===== config.mk =====
export PLATFORM = sky130hd
export DESIGN_NAME = pdp8_trace
export DESIGN_NICKNAME = d
export VERILOG_FILES = /design/src/rtl/pdp8_trace.sv
export SDC_FILE = /design/constraint.sdc
export NUM_CORES = 1
export LEC_CHECK = 0
export ABC_AREA = 0
export CORE_ASPECT_RATIO = 1.1
export CORE_MARGIN = 2
export CORE_UTILIZATION = 68
export CTS_BUF_LIST = sky130_fd_sc_hd__clkbuf_8
export CTS_CLUSTER_SIZE = 12
export DETAILED_ROUTE_END_ITERATION = 7
export MAX_ROUTING_LAYER = met4
export PLACE_DENSITY_LB_ADDON = 0.3
export SLEW_MARGIN = 20
export SYNTH_ARGS = -nofsm -noshare
export SYNTH_HDL_FRONTEND = slang
export SYNTH_SLANG_ARGS = --single-unit

===== constraint.sdc =====
create_clock -name clk_i -period 6.5 [get_ports clk_i]
set_input_delay 0.975 -clock clk_i [delete_from_list [all_inputs] [get_ports clk_i]]
set_output_delay 0.975 -clock clk_i [all_outputs]
set_load 0.01 [all_outputs]

===== src/rtl/pdp8_trace.sv =====
// PDP-8 instruction trace ring: captures {pc, ir, l, ac, ion} on each fetch and
// pops oldest-first. Optional PC breakpoint freeze enabled by PDP8_TRACE_BREAK_EN.
module pdp8_trace #(
  parameter int unsigned DEPTH_LOG2 = 4
) (
  input  logic                  clk_i,
  input  logic                  reset_i,
  input  logic                  fetch_i,
  input  logic [11:0]           pc_i,
  input  logic [11:0]           ir_i,
  input  logic                  l_i,
  input  logic [11:0]           ac_i,
  input  logic                  ion_i,
  input  logic                  trace_en_i,
  input  logic                  clear_i,
  input  logic                  rd_strobe_i,
  output logic [37:0]           rd_data_o,
  output logic                  rd_valid_o,
  output logic [DEPTH_LOG2:0]   count_o,
  output logic                  overflow_o,
  input  logic                  bp_en_i,
  input  logic [11:0]           bp_addr_i,
  output logic                  frozen_o
);

  localparam int unsigned Depth = 2 ** DEPTH_LOG2;
  localparam logic [DEPTH_LOG2-1:0] PtrOne   = {{(DEPTH_LOG2-1){1'b0}}, 1'b1};
  localparam logic [DEPTH_LOG2:0]   CntOne   = {{DEPTH_LOG2{1'b0}}, 1'b1};
  localparam logic [DEPTH_LOG2:0]   CntFull  = {1'b1, {DEPTH_LOG2{1'b0}}};

  if (DEPTH_LOG2 < 2 || DEPTH_LOG2 > 8) begin : gen_bad_depth
    $error("pdp8_trace: DEPTH_LOG2 must be in 2..8");
  end

  logic [37:0]           ram_q [Depth];
  logic [DEPTH_LOG2-1:0] wr_ptr_q, wr_ptr_d;
  logic [DEPTH_LOG2-1:0] rd_ptr_q, rd_ptr_d;
  logic [DEPTH_LOG2:0]   count_q, count_d;
  logic                  overflow_q, overflow_d;
  logic [37:0]           rd_data_q, rd_data_d;
  logic                  rd_valid_q, rd_valid_d;
  logic                  frozen;

  logic [37:0] entry;
  logic        capture;
  logic        pop;
  logic        full;
  logic        ram_we;

  assign entry   = {pc_i, ir_i, l_i, ac_i, ion_i};
  assign capture = fetch_i && trace_en_i && !frozen;
  assign pop     = rd_strobe_i && (count_q != '0);
  assign full    = (count_q == CntFull);
  // Reset and clear both discard a capture on the same edge.
  assign ram_we  = capture && !reset_i && !clear_i;

`ifdef PDP8_TRACE_BREAK_EN
  logic frozen_q, frozen_d;
  logic bp_hit;

  assign frozen = frozen_q;
  assign bp_hit = capture && bp_en_i && (pc_i == bp_addr_i);

  always_comb begin
    frozen_d = frozen_q;
    if (clear_i) begin
      frozen_d = 1'b0;
    end else if (bp_hit) begin
      frozen_d = 1'b1;
    end
  end

  always_ff @(posedge clk_i) begin
    if (reset_i) begin
      frozen_q <= 1'b0;
    end else begin
      frozen_q <= frozen_d;
    end
  end
`else
  logic unused_bp;

  assign frozen    = 1'b0;
  assign unused_bp = ^{bp_en_i, bp_addr_i};
`endif

  always_comb begin
    wr_ptr_d   = wr_ptr_q;
    rd_ptr_d   = rd_ptr_q;
    count_d    = count_q;
    overflow_d = overflow_q;
    rd_data_d  = rd_data_q;
    rd_valid_d = 1'b0;

    if (clear_i) begin
      wr_ptr_d   = '0;
      rd_ptr_d   = '0;
      count_d    = '0;
      overflow_d = 1'b0;
    end else begin
      if (pop) begin
        // Read happens before this edge's write, so a same-cycle capture
        // into a full ring cannot clobber the entry being popped.
        rd_data_d  = ram_q[rd_ptr_q];
        rd_valid_d = 1'b1;
        rd_ptr_d   = rd_ptr_q + PtrOne;
      end

      if (capture) begin
        wr_ptr_d = wr_ptr_q + PtrOne;
        if (full && !pop) begin
          rd_ptr_d   = rd_ptr_q + PtrOne;
          overflow_d = 1'b1;
        end
      end

      if (capture && !pop && !full) begin
        count_d = count_q + CntOne;
      end else if (pop && !capture) begin
        count_d = count_q - CntOne;
      end
    end
  end

  always_ff @(posedge clk_i) begin
    if (reset_i) begin
      wr_ptr_q   <= '0;
      rd_ptr_q   <= '0;
      count_q    <= '0;
      overflow_q <= 1'b0;
      rd_data_q  <= '0;
      rd_valid_q <= 1'b0;
    end else begin
      wr_ptr_q   <= wr_ptr_d;
      rd_ptr_q   <= rd_ptr_d;
      count_q    <= count_d;
      overflow_q <= overflow_d;
      rd_data_q  <= rd_data_d;
      rd_valid_q <= rd_valid_d;
    end
  end

  always_ff @(posedge clk_i) begin
    if (ram_we) begin
      ram_q[wr_ptr_q] <= entry;
    end
  end

  assign rd_data_o  = rd_data_q;
  assign rd_valid_o = rd_valid_q;
  assign count_o    = count_q;
  assign overflow_o = overflow_q;
  assign frozen_o   = frozen;

endmodule


==> impl_metrics.csv <==
group,metric,value,unit
status,outcome,"completed",
floorplan,dieWidth,187,µm
logic_synthesis,synth_edf_count,608,
logic_synthesis,syn_area,25100,µm²
global_route,antenna_found_initial,1,
floorplan,start_util,69.3,%
floorplan,io-pin-count,103,
power_and_ir_drop,ir_drop,0.182,mV
routing,drt-initial-drc-count,1146,
logic_synthesis,ys_ff_latch,661,
timing,fin_skew,0.0211,ns
global_route,use_met2,43.6,%
logic_synthesis,synthFlopType,"edfxtp_1",
floorplan,fp-row-count,73,
global_route,grt_pass1_wl,76100,µm
routing,vias_per_cell,6.58,
logic_synthesis,netlist.area_leader.share,72.6,%
routing,wl,51200,µm
clocking,cts_sinks,661,
timing,whs,0.486,ns
setup_path,cp_slowest_cell,"nor2_4",
timing,drv_slew,0,
routing,dr.pass1.iters,7,
power_and_ir_drop,leakagePower,8.98,nW
logic_synthesis,synthCells,1155,
setup_path,cp.required,6.82,ns
floorplan,die_area,38500,µm²
timing,setup-tns-final,0,ns
floorplan,fp.coreArea,36300,µm²
global_route,grt_overflow,0,
logic_synthesis,yosysTopAreaCell,"edfxtp_1",
finish,final_util,79.2,%
routing,drc_errors,0,
logic_synthesis,synthArstFlopShare,0,%
logic_synthesis,ys_top_cells_by_area,"edfxtp_1, mux4_2, dfxtp_1",
timing,fin_crit_sh,55.7,%
power_and_ir_drop,power.density,285,nW/µm²
clocking,cts_tree,"done",
routing,avgRoutedWirePerCell,27.1,µm
clocking,post_cts_buffers,0,
global_route,grtUsageTotal,28.0,%
global_route,grt_pass1_vias,12800,
finish,n_fill_cell,1728,
run,max_cap_violations,0,
setup_path,critPathArrivalTime,3.93,ns
placement,gp_congestion,0.791,
clocking,cts-hold-fix-buffers,0,
clocking,ctsResizeCount,0,
timing,rsz0062_at_grt,"no",
timing,max_freq,276,MHz
clocking,cts.htree.levels,3,
global_route,grt_use_met3,5.41,%
setup_path,cp_max_fo,22,
setup_path,path_class,"in2reg",
placement,hpwl,26900,µm
timing,min_period,3.62,ns
logic_synthesis,synth.net_count,1221,
timing,setup_viol,0,
routing,route.vias.total,12400,
global_route,grt_max_degree,163,
clocking,cts_buffer_depth,3,
finish,drive_above_1_share,25.9,%
timing,hold_viol,0,
logic_synthesis,avgSynthCellArea,21.8,µm²
hold_path,hold_path.class,"reg2reg",
logic_synthesis,ys.warnings.count,0,
setup_path,startpoint_type,"input pin",
setup_path,crit_chain,"clkdlybuf4s50_1 > or2_2 > or3_1 > nor2_4 > buf_4",
finish,fin_nets,1383,
clocking,ctsRootBufferMaster,"clkbuf_8",
global_route,grt-busiest-layer,"met2",
finish,area_growth,14.3,%
placement,portBuffers,88,
routing,ant_nets,0,
setup_path,cpPeakStageDelay,0.81,ns
floorplan,dieHeight,206,µm
timing,slew_headroom,26.1,%
clocking,tritoncts.num_buffers,98,
timing,tightest_slew,1.11,ns
clocking,clk_pin_slew,0.06,ns
setup_path,worst_setup_path_end_kind,"register",
clocking,insertion_delay,0.66,ns
global_route,globalRouteMet1Util,38.2,%
logic_synthesis,synth.distinct_cells,57,
logic_synthesis,ys_seq_area_share,76.9,%
cell type report:
cell class | count | area (µm²) | area share, %
Tap cell | 487 | 609 | 2.12
Inverter | 5 | 18.8 | 0.0653
Multi-Input combinational cell | 432 | 5640 | 19.6
Clock inverter | 81 | 468 | 1.63
Sequential cell | 661 | 19300 | 67.3
Clock buffer | 102 | 1400 | 4.89
Timing Repair Buffer | 119 | 1270 | 4.42
Antenna cell | 1 | 2.50 | 0.00871
power by group:
| group | total [mW] | switching [mW] | internal [mW] |
|---|---|---|---|
| Sequential | 4.69 | 0.0271 | 4.66 |
| Combinational | 0.340 | 0.178 | 0.162 |
| Clock | 3.17 | 1.54 | 1.63 |
placed cells by master, fill, tap and decap left out, types with 8 or more instances in the layout:
cell and instances:
clkbuf_8 102, nor2_4 18, mux4_2 144, mux2i_1 50, clkdlybuf4s50_1 88, o22ai_1 8, edfxtp_1 608, inv_1 53
nand2_1 14, buf_4 21, dfxtp_1 50, ha_1 8, a221o_1 34, a21oi_1 9, nor2_1 47, mux2_2 34
clkinv_1 10, clkinv_2 11
cells by family (layout without fill, tap and decap cells):
family / Yosys count / after routing / synth area share (%)
adder cells (fa/ha/maj): 9 / 9 / 0.478
flip-flops: 661 / 661 / 76.9
AO/OA/AOI/OAI: 82 / 82 / 2.82
XOR/XNOR: 4 / 4 / 0.139
other: 1 / 2 / 0.0149
AND/OR/NAND/NOR: 108 / 108 / 2.02
multiplexers: 228 / 228 / 16.4
buffers and inverters: 62 / 307 / 1.24
critical path, delay by kind of cell:
| family | cells | cell delay [ns] |
|---|---|---|
| buffers and inverters | 2 | 1.05 |
| AND/OR/NAND/NOR | 3 | 1.89 |
registers in the layout, indices dropped and copies added, names as in the netlist:
signal,flops
rd_valid_o,1
rd_data_o,38
overflow_o,1
wr_ptr_q,4
ram_q,608
rd_ptr_q,4
count_o,5
per-layer routing:
metal	vias to the layer above	part of all wire [%]
li1	5197	-
met1	6458	39
met2	675	50
met3	88	8.3
met4	0	2.4
met5	-	0
final timing paths:
check           startpoint  depth (start not counted)  slack (ns)            end
max                reset_i                          5        2.88   ram_q[3][23]
min          rd_data_o[26]                          1        0.49  rd_data_o[26]
max reg2reg    rd_ptr_q[0]                          4        3.47   rd_data_o[9]
min reg2reg  rd_data_o[26]                          1        0.49  rd_data_o[26]
synthesized netlist by cell type, types with 2 or more instances:
master	n
xor2_1	3
a221o_1	34
edfxtp_1	608
nand3_1	6
mux2i_1	50
a311oi_1	4
a21o_1	4
nand2_1	14
o21ai_0	4
o22ai_1	8
dfxtp_1	53
ha_1	8
clkbuf_1	25
or3_1	3
a21oi_1	9
nand3b_1	2
inv_1	4
nor2b_1	2
and3_1	2
buf_2	24
mux4_2	144
a211oi_1	5
nor3_1	5
mux2_2	34
buf_6	6
nor2_1	63
through the flow:
step                worst slack [ns]  total power, mW  std cells  area [µm²]
floorplan                       2.66             4.96       1155       25100
global placement                2.17             5.10       1696       26700
detailed placement              2.23             5.11       1700       26800
CTS                             2.89             8.23       1883       28600
global route                    2.81             8.43       1888       28700
finish                          2.88             8.19       1888       28700
(Power assumes the default switching activity.)
